**config.mk**
```make
export PLATFORM = sky130hd
export DESIGN_NAME = neuron_mac_unit
export DESIGN_NICKNAME = d
export VERILOG_FILES = /design/src/rtl/nn_pkg.sv /design/src/rtl/neuron_activation.sv /design/src/rtl/neuron_mac_unit.sv
export SDC_FILE = /design/constraint.sdc
export NUM_CORES = 1
export LEC_CHECK = 0
export CAP_MARGIN = 0
export CORE_MARGIN = 3
export CORE_UTILIZATION = 38
export CTS_CLUSTER_DIAMETER = 40
export CTS_CLUSTER_SIZE = 24
export DETAILED_ROUTE_END_ITERATION = 12
export DONT_BUFFER_PORTS = 1
export PLACE_DENSITY = 0.64
export SLEW_MARGIN = 20
export SYNTH_ARGS = -nofsm -noshare
export SYNTH_HDL_FRONTEND = slang
export SYNTH_SLANG_ARGS = --single-unit
```
**constraint.sdc**
```tcl
create_clock -name clk -period 8.8 [get_ports clk]
set_clock_uncertainty 0.2 [all_clocks]
set_input_delay 1.76 -clock clk [delete_from_list [all_inputs] [get_ports clk]]
set_output_delay 1.76 -clock clk [all_outputs]
set_load 0.03 [all_outputs]
```
**src/rtl/nn_pkg.sv**
```systemverilog
// Shared fixed-point constants for the neural-network datapath blocks.
package nn_pkg;

    // Default widths: Q4.4 data, 20-bit accumulator, 8-bit neuron memory address.
    localparam int unsigned NN_DATA_W = 8;
    localparam int unsigned NN_FRAC_W = 4;
    localparam int unsigned NN_ACC_W  = 20;
    localparam int unsigned NN_ADDR_W = 8;

    // Full-precision product of two data words.
    localparam int unsigned NN_PROD_W = 2 * NN_DATA_W;

    // Signed range limits for the default data and accumulator widths.
    localparam logic signed [NN_DATA_W-1:0] NN_DATA_MAX = {1'b0, {(NN_DATA_W-1){1'b1}}};
    localparam logic signed [NN_DATA_W-1:0] NN_DATA_MIN = {1'b1, {(NN_DATA_W-1){1'b0}}};
    localparam logic signed [NN_ACC_W-1:0]  NN_ACC_MAX  = {1'b0, {(NN_ACC_W-1){1'b1}}};
    localparam logic signed [NN_ACC_W-1:0]  NN_ACC_MIN  = {1'b1, {(NN_ACC_W-1){1'b0}}};

endpackage

```
**src/rtl/neuron_activation.sv**
```systemverilog
// Combinational fixed-point activation: rescale by FRAC_W (floor), ReLU, saturate to the
// positive output range. sat_o flags an upper clamp only; ReLU zeroing is not saturation.
module neuron_activation #(
    parameter int unsigned IN_W   = 20,
    parameter int unsigned OUT_W  = 8,
    parameter int unsigned FRAC_W = 4
) (
    input  logic [IN_W-1:0]  x_i,
    output logic [OUT_W-1:0] y_o,
    output logic             sat_o
);

    localparam int                   OutMaxInt = (1 << (OUT_W - 1)) - 1;
    localparam logic signed [IN_W-1:0] OutMax  = IN_W'(OutMaxInt);

    logic signed [IN_W-1:0] shifted;

    assign shifted = $signed(x_i) >>> FRAC_W;

    // Clamp the rescaled value into [0, OutMax].
    always_comb begin
        sat_o = 1'b0;
        y_o   = shifted[OUT_W-1:0];
        if (shifted < 0) begin
            y_o = '0;
        end else if (shifted > OutMax) begin
            y_o   = OutMax[OUT_W-1:0];
            sat_o = 1'b1;
        end
    end

endmodule

```
**src/rtl/neuron_mac_unit.sv**
```systemverilog
// Per-neuron multiply-accumulate stage behind the layer address generator. Aligns the
// generator's flags with the RAM read data, multiplies, accumulates one dot product per
// neuron and writes the activated result back to neuron memory.
module neuron_mac_unit
    import nn_pkg::*;
#(
    parameter int unsigned DATA_W = NN_DATA_W,
    parameter int unsigned FRAC_W = NN_FRAC_W,
    parameter int unsigned ACC_W  = NN_ACC_W,
    parameter int unsigned ADDR_W = NN_ADDR_W,
    parameter int unsigned RD_LAT = 1
) (
    input  logic              clk,
    input  logic              reset,
    input  logic              start,
    input  logic              in_valid,
    input  logic              in_last,
    input  logic              in_layer_done,
    input  logic [ADDR_W-1:0] in_waddr,
    input  logic [DATA_W-1:0] weight_data,
    input  logic [DATA_W-1:0] neuro_data,
    output logic              wr_en,
    output logic [ADDR_W-1:0] wr_addr,
    output logic [DATA_W-1:0] wr_data,
    output logic              layer_done,
    output logic              busy,
    output logic              sat_flag
);

    localparam int unsigned PW = 2 * DATA_W;

    logic              clear;

    // Stage D: flags delayed to match RAM read latency; entry RD_LAT-1 is aligned.
    logic [RD_LAT-1:0] d_valid_q, d_last_q, d_done_q;
    logic [ADDR_W-1:0] d_waddr_q [RD_LAT];

    // Stage M: registered product with its flags.
    logic              m_valid_q, m_last_q, m_done_q;
    logic [ADDR_W-1:0] m_waddr_q;
    logic [PW-1:0]     m_prod_q;
    logic [PW-1:0]     prod_d;

    // Stage A: accumulator and output registers.
    logic [ACC_W-1:0]  acc_q;
    logic              first_q;
    logic              wr_en_q, layer_done_q, sat_q;
    logic [ADDR_W-1:0] wr_addr_q;
    logic [DATA_W-1:0] wr_data_q;

    logic [ACC_W:0]    base_wide, prod_wide, sum_wide;
    logic [ACC_W-1:0]  sum_sat;
    logic              sum_clamp;
    logic [DATA_W-1:0] act_data;
    logic              act_sat;

    assign clear  = reset | start;
    assign prod_d = PW'($signed(weight_data)) * PW'($signed(neuro_data));

    // Alignment shift register; flags are qualified by in_valid at the input.
    always_ff @(posedge clk) begin
        if (clear) begin
            d_valid_q <= '0;
            d_last_q  <= '0;
            d_done_q  <= '0;
            for (int i = 0; i < RD_LAT; i++) d_waddr_q[i] <= '0;
        end else begin
            d_valid_q[0] <= in_valid;
            d_last_q[0]  <= in_valid & in_last;
            d_done_q[0]  <= in_valid & in_layer_done;
            d_waddr_q[0] <= in_waddr;
            for (int i = 1; i < RD_LAT; i++) begin
                d_valid_q[i] <= d_valid_q[i-1];
                d_last_q[i]  <= d_last_q[i-1];
                d_done_q[i]  <= d_done_q[i-1];
                d_waddr_q[i] <= d_waddr_q[i-1];
            end
        end
    end

    // Multiply stage: capture the exact product on an aligned valid term.
    always_ff @(posedge clk) begin
        if (clear) begin
            m_valid_q <= 1'b0;
            m_last_q  <= 1'b0;
            m_done_q  <= 1'b0;
            m_waddr_q <= '0;
            m_prod_q  <= '0;
        end else begin
            m_valid_q <= d_valid_q[RD_LAT-1];
            m_last_q  <= d_last_q[RD_LAT-1];
            m_done_q  <= d_done_q[RD_LAT-1];
            if (d_valid_q[RD_LAT-1]) begin
                m_waddr_q <= d_waddr_q[RD_LAT-1];
                m_prod_q  <= prod_d;
            end
        end
    end

    // Saturating add in one extra bit; overflow shows as the top two bits differing.
    always_comb begin
        base_wide = first_q ? '0 : {acc_q[ACC_W-1], acc_q};
        prod_wide = {{(ACC_W + 1 - PW){m_prod_q[PW-1]}}, m_prod_q};
        sum_wide  = base_wide + prod_wide;
        sum_clamp = sum_wide[ACC_W] ^ sum_wide[ACC_W-1];
        sum_sat   = sum_wide[ACC_W-1:0];
        if (sum_clamp) begin
            sum_sat = sum_wide[ACC_W] ? {1'b1, {(ACC_W-1){1'b0}}} : {1'b0, {(ACC_W-1){1'b1}}};
        end
    end

    neuron_activation #(
        .IN_W  (ACC_W),
        .OUT_W (DATA_W),
        .FRAC_W(FRAC_W)
    ) u_act (
        .x_i  (sum_sat),
        .y_o  (act_data),
        .sat_o(act_sat)
    );

    // Accumulate non-last terms; on the last term emit the write and restart the sum.
    always_ff @(posedge clk) begin
        if (clear) begin
            acc_q        <= '0;
            first_q      <= 1'b1;
            wr_en_q      <= 1'b0;
            wr_addr_q    <= '0;
            wr_data_q    <= '0;
            layer_done_q <= 1'b0;
            sat_q        <= 1'b0;
        end else begin
            wr_en_q      <= 1'b0;
            layer_done_q <= 1'b0;
            if (m_valid_q) begin
                if (m_last_q) begin
                    acc_q        <= '0;
                    first_q      <= 1'b1;
                    wr_en_q      <= 1'b1;
                    wr_addr_q    <= m_waddr_q;
                    wr_data_q    <= act_data;
                    layer_done_q <= m_done_q;
                    sat_q        <= sat_q | sum_clamp | act_sat;
                end else begin
                    acc_q   <= sum_sat;
                    first_q <= 1'b0;
                    sat_q   <= sat_q | sum_clamp;
                end
            end
        end
    end

    assign wr_en      = wr_en_q;
    assign wr_addr    = wr_addr_q;
    assign wr_data    = wr_data_q;
    assign layer_done = layer_done_q;
    assign sat_flag   = sat_q;
    assign busy       = (|d_valid_q) | m_valid_q | ~first_q;

endmodule
```
---- After elaboration in Yosys (flattened, before gate mapping) ----
Memories as Yosys holds them, arrays and structs flattened. A register that Yosys moved wholly into a read port is not among the register bits.
Cells that the tools add are included.
word-level totals
  memories kept ........................... 1
  input port bits ......................... 30
  output and inout port bits .............. 20
  bits in writable memories ............... 8
  logic and storage cells ................. 49
  register bits after elaboration ......... 62
memory list
  memory     depth  bits a word  read ports  clocked after Yosys merged registers in  wr ports  RTL line               source
  d_waddr_q  1      8            1           1                                        1         neuron_mac_unit.sv:36  logic [ADDR_W-1:0] d_waddr_q [RD_LAT];
cells by class
  add/subtract/negate cells ............... 1
  reduce and logical (&&, ||, !) cells .... 4
  bitwise gates (word level) .............. 11
  order comparisons ....................... 2
  mux-type cells .......................... 15
  multipliers ............................. 1
operators with widths
  operator                                                        number
  two-way mux 20 bit                                              3
  two-way mux 8 bit                                               3
  adder 21 bit                                                    1
  two-way mux 21 bit                                              1
  greater-than comparator 16 x 8 -> 1 bit, second input constant  1
  less-than comparator 16 x 1 -> 1 bit, second input constant     1
  multiplier 8 x 8 -> 16 bit                                      1
  two-way mux 1 bit                                               8
  OR reduction 8 bit                                              1
  OR 1 bit                                                        5
  NOT 1 bit                                                       3
  OR reduction 3 bit                                              1
  bitwise AND 1 bit                                               2
  AND reduction 2 bit                                             1
  OR reduction 2 bit                                              1
  bitwise XOR 1 bit                                               1

---- Depth between registers and ports, before layout ----
  depth after elaboration ................. 9
  gate-level depth with buffers ........... 19
  gate-level depth less buffers ........... 19

---- By module ----
From an unflattened synthesis, not the netlist that was laid out.
second synthesis, totals
  cells, all modules ...................... 736
  area, all modules ....................... 6431.2 µm²
by module, submodules not included
  module             sequential area each (µm²)  instances  cells each  area each (µm²)
  neuron_mac_unit    1561.5                      1          716         6316.1
  neuron_activation  0.0                         1          20          115.1

---- Least setup slack after synthesis ----
No wires, ideal clock.
  path type ............................... input-to-reg
  from .................................... in neuro_data[4]
  to ...................................... reg m_prod_q[14]
  cell stages on the path ................. 17
  setup time .............................. 0.132 ns
  data arrival time ....................... 5.714 ns
  slack ................................... 2.754 ns
  required time ........................... 8.468 ns
  buffers on the path ..................... 0
  cells stage by stage .................... and2_1 > fa_1 > inv_1 > fa_1 > fa_1 > fa_1 > inv_1 > ha_1 > nor2b_1 > o21ai_0 > a21boi_0 > o21ai_0 > a21boi_0 > or2_2 > nand4_1 > a31oi_1 > or3b_2
on the way
  cells in the longest elaborated chain, start to end .. 1
RTL lines
  item                        RTL line               source
  start: declaration          neuron_mac_unit.sv:21  input logic [DATA_W-1:0] neuro_data,
  multiplier 8 x 8 -> 16 bit  neuron_mac_unit.sv:58  assign prod_d = PW'($signed(weight_data)) * PW'($signed(neuro_data));
  end signal: assignment      neuron_mac_unit.sv:95  m_prod_q <= prod_d;
  end: declaration            neuron_mac_unit.sv:41  logic [PW-1:0] m_prod_q;
Every way passes these cells.
A chain may end at the register's enable or synchronous reset.

---- Final worst setup path ----
Same ends and word-level chain as after synthesis.

==> flow_summary_export.csv <==
group,metric,value,unit
min_path,worstHoldPathCells,1,
floorplan,fp.coreArea,16000,sq um
sta,max_freq,166,MHz
floorplan,initial_utilization,39.2,%
yosys,ys_async_sr_fraction,0,%
clock_network,post_cts_buffers,0,
placement,portBuffers,0,
drt,maxUsedRoutingLayer,"met4",
layout,area_growth,7.77,%
placement,place.gp.congestion,0.849,
yosys,ys.flop_type,"dfxtp_1",
drt,vias,4626,
clock_network,path_clk_slew,0.06,ns
min_path,min_to,"m_done_q$_SDFF_PP0_",
critical_path,crit_fanout,8,
drt,postRouteAntennaNets,0,
drt,vias_per_cell,4.98,
floorplan,rows,46,
sta,post-route-min-period,6.01,ns
clock_network,postCtsHoldBufs,0,
layout,fin_cells,928,
global_route,grt-ovfl-total,0,
clock_network,cts_tree,"built",
yosys,yosysSeqAreaShare,24.9,%
critical_path,worstSetupStartpointType,"primary input",
sta,slew_headroom,44.4,%
min_path,hold_start,"d_done_q$_SDFF_PP0_",
yosys,synth_compound_area_share,13.0,%
drt,drc,0,
yosys,synth.most_common_cell,"dfxtp_1",
floorplan,die_x,135,um
clock_network,clk_latency,0.33,ns
global_route,grt_pass1_vias,4707,
yosys,synth_top_area_share,24.9,%
yosys,synthXorXnorAreaFrac,4.18,%
global_route,grt_first_pass_wirelength,22.3,mm
drt,wl_met2,6.20,mm
global_route,grt_usage,14.9,%
clock_network,cts_buffers,9,
critical_path,worstReg2RegEnd,"acc_q[11]$_SDFFE_PP0P_",
outcome,status,"finished, final reports clean",
critical_path,slowest_stage,"fa_1",
yosys,syn_inst,717,
yosys,synth_fp_nets,852,
drt,routed_wl,12.7,mm
drt,dr.pass1.iters,4,
clock_network,h-tree-depth,3,
global_route,grt_max_degree,56,
clock_network,clockBufferDepth,2,
power_and_ir_drop,p_leak,2.96,nW
placement,place_area,6480,sq um
critical_path,cp-end-kind,"flip-flop",
yosys,synth_top_family_by_area,"adder cells",
layout,multi_input_area,4350,sq um
clock_network,cts-root-buf,"clkbuf_16",
floorplan,fp.dieH,135,um
power_and_ir_drop,peakVddDrop,155,uV
critical_path,crit_cells,17,
clock_network,cts.sinks,78,
sta,tightest_slew,0.833,ns
yosys,synth_cell_type_count,54,
global_route,antenna_found_initial,0,
yosys,muxShareOfSynthArea,3.03,%
yosys,synth_fa_ha_area_share,27.6,%
critical_path,r2r_start,"first_q$_SDFFE_PP1P_",
critical_path,cp_common_cell,"fa_1",
critical_path,reg2reg_depth,13,
critical_path,cp_top_family,"adder cells",
sta,rsz0062_at_grt,"false",
critical_path,cp.arrival,6.03,ns
drt,wl_per_cell,13.6,um
critical_path,crit_buf_inv,2,
drt,wl_met3,543,um
layout,utilization,42.3,%
run,maxCapViolCount,0,
layout,nFillCells,1642,
critical_path,worstPathCellList,"and2_1 -> fa_1 -> inv_1 -> fa_1 -> fa_1 -> fa_1 -> inv_1 -> ha_1 -> nor2b_1 -> o21ai_0 -> a21boi_0 -> o21ai_0 -> a21boi_0 -> or2_2 -> nand4_1 -> a31oi_1 -> or3b_2",
layout,diodes,0,
placement,place_inst,912,
yosys,synth_commonest_cells,"dfxtp_1 (78), inv_1 (73), nand2_1 (68)",
yosys,ys_ff_latch,78,
critical_path,startpoint,"neuro_data[4]",
min_path,hp-class,"flip-flop to flip-flop",
yosys,synth.area.top_cells,"dfxtp_1 (25%), fa_1 (18%), ha_1 (9.8%), and2_1 (5.3%), inv_1 (4.4%)",
critical_path,critPathKind,"primary input to flip-flop",
floorplan,die-area,18100,sq um
layout,nNetsFinal,842,
floorplan,ios,50,
yosys,syn_area,6280,sq um
sta,maxSlewViolCount,0,
yosys,synth_edf_count,0,
yosys,synth_top_area_cell,"dfxtp_1",
yosys,yosys.area_share.simple,21.3,%
drt,initialDrtViolationCount,291,
sta,setup_tns,0,ns
clock_network,post_cts_resized,0,
critical_path,rrSetupSlack,4.55,ns
yosys,synth_warnings,0,
yosys,avgSynthCellArea,8.76,sq um
layout,drive_above_1_share,4.78,%
power_and_ir_drop,p_per_area,189,nW/um^2
sta,hold_viol,0,
sta,timing.final.crit_share,68.3,%
placement,dp_hpwl,9.77,mm
critical_path,critical-path-max-stage-delay,0.54,ns
sta,setup_viol,0,
critical_path,required,8.81,ns
layout,finalInstanceArea,6770,sq um
drt,wl_met1,5.87,mm
layout,register_area,1560,sq um
state kept, by name, indices dropped and copies added (netlist names), 8 cells and up:
register	flops
d_waddr_q	8
wr_data	8
m_waddr_q	8
m_prod_q	16
acc_q	20
wr_addr	8
per-layer routing:
metal	GRT usage, %	vias up
li1	-	2345
met5	0	-
met2	25.4	59
met4	2.71	0
met1	19.7	2217
met3	3.35	5
power by group:
part	internal, mW	leakage, nW	switching, mW
Sequential	0.361	0.630	0.00497
Clock	0.213	0.142	0.137
Combinational	0.260	2.19	0.303
Total	0.834	2.96	0.445
kinds of logic (layout without fill, tap and decap cells):
| group | count (synthesis) | after routing |
|---|---|---|
| compound gates | 126 | 126 |
| xor+xnor | 30 | 30 |
| fa+ha+maj | 105 | 105 |
| buf+inv | 98 | 93 |
| flops | 78 | 78 |
| mux | 19 | 19 |
| simple gates | 261 | 261 |
final cells by class:
| class | count | share of cell area (%) |
|---|---|---|
| inverter | 74 | 4.10 |
| timing repair buffer | 3 | 0.333 |
| clock inverter | 3 | 0.259 |
| tap | 216 | 3.99 |
| sequential | 78 | 23.1 |
| clock buffer | 13 | 3.99 |
| multi-input combinational | 541 | 64.2 |
cells in the final DEF, fill, tap and decap left out, types with 3 or more instances in the layout:
master / netlist / routed
a211oi_1: 3 / 3
a21o_1: 8 / 8
a21oi_1: 49 / 49
a31oi_1: 4 / 4
and2_1: 53 / 53
and3_1: 6 / 6
buf_4: 0 / 3
clkbuf_16: 0 / 9
clkbuf_8: 0 / 3
dfxtp_1: 78 / 78
fa_1: 56 / 56
ha_1: 49 / 49
inv_1: 73 / 73
mux2i_1: 19 / 19
nand2_1: 68 / 68
nand2b_1: 23 / 23
nand3_1: 10 / 10
nand3b_1: 3 / 3
nand4_1: 3 / 3
nor2_1: 47 / 46
nor2b_1: 29 / 29
nor3_1: 6 / 6
o211ai_1: 8 / 8
o21a_1: 4 / 4
o21ai_0: 15 / 15
o21ai_1: 13 / 13
or2_2: 4 / 4
or3_1: 3 / 3
xnor2_1: 22 / 22
xor2_1: 8 / 8
worst max path at each step:
stage	endpoint	slack, ns
2_1_floorplan	m_prod_q[14]$_SDFFE_PP0P_	2.75
3_3_place_gp	m_prod_q[14]$_SDFFE_PP0P_	2.53
3_5_place_dp	m_prod_q[14]$_SDFFE_PP0P_	2.48
4_1_cts	m_prod_q[14]$_SDFFE_PP0P_	2.81
5_1_grt	m_prod_q[14]$_SDFFE_PP0P_	2.47
6_report	m_prod_q[14]$_SDFFE_PP0P_	2.79
stage by stage:
| stage | hold WS, ns | power, mW | setup slack [ns] |
|---|---|---|---|
| 2_1_floorplan | 0.206 | 0.839 | 2.75 |
| 3_3_place_gp | 0.207 | 0.933 | 2.53 |
| 3_5_place_dp | 0.219 | 0.945 | 2.48 |
| 4_1_cts | 0.232 | 1.30 | 2.81 |
| 5_1_grt | 0.259 | 1.40 | 2.47 |
| 6_report | 0.225 | 1.28 | 2.79 |
(Power assumes the default switching activity.)
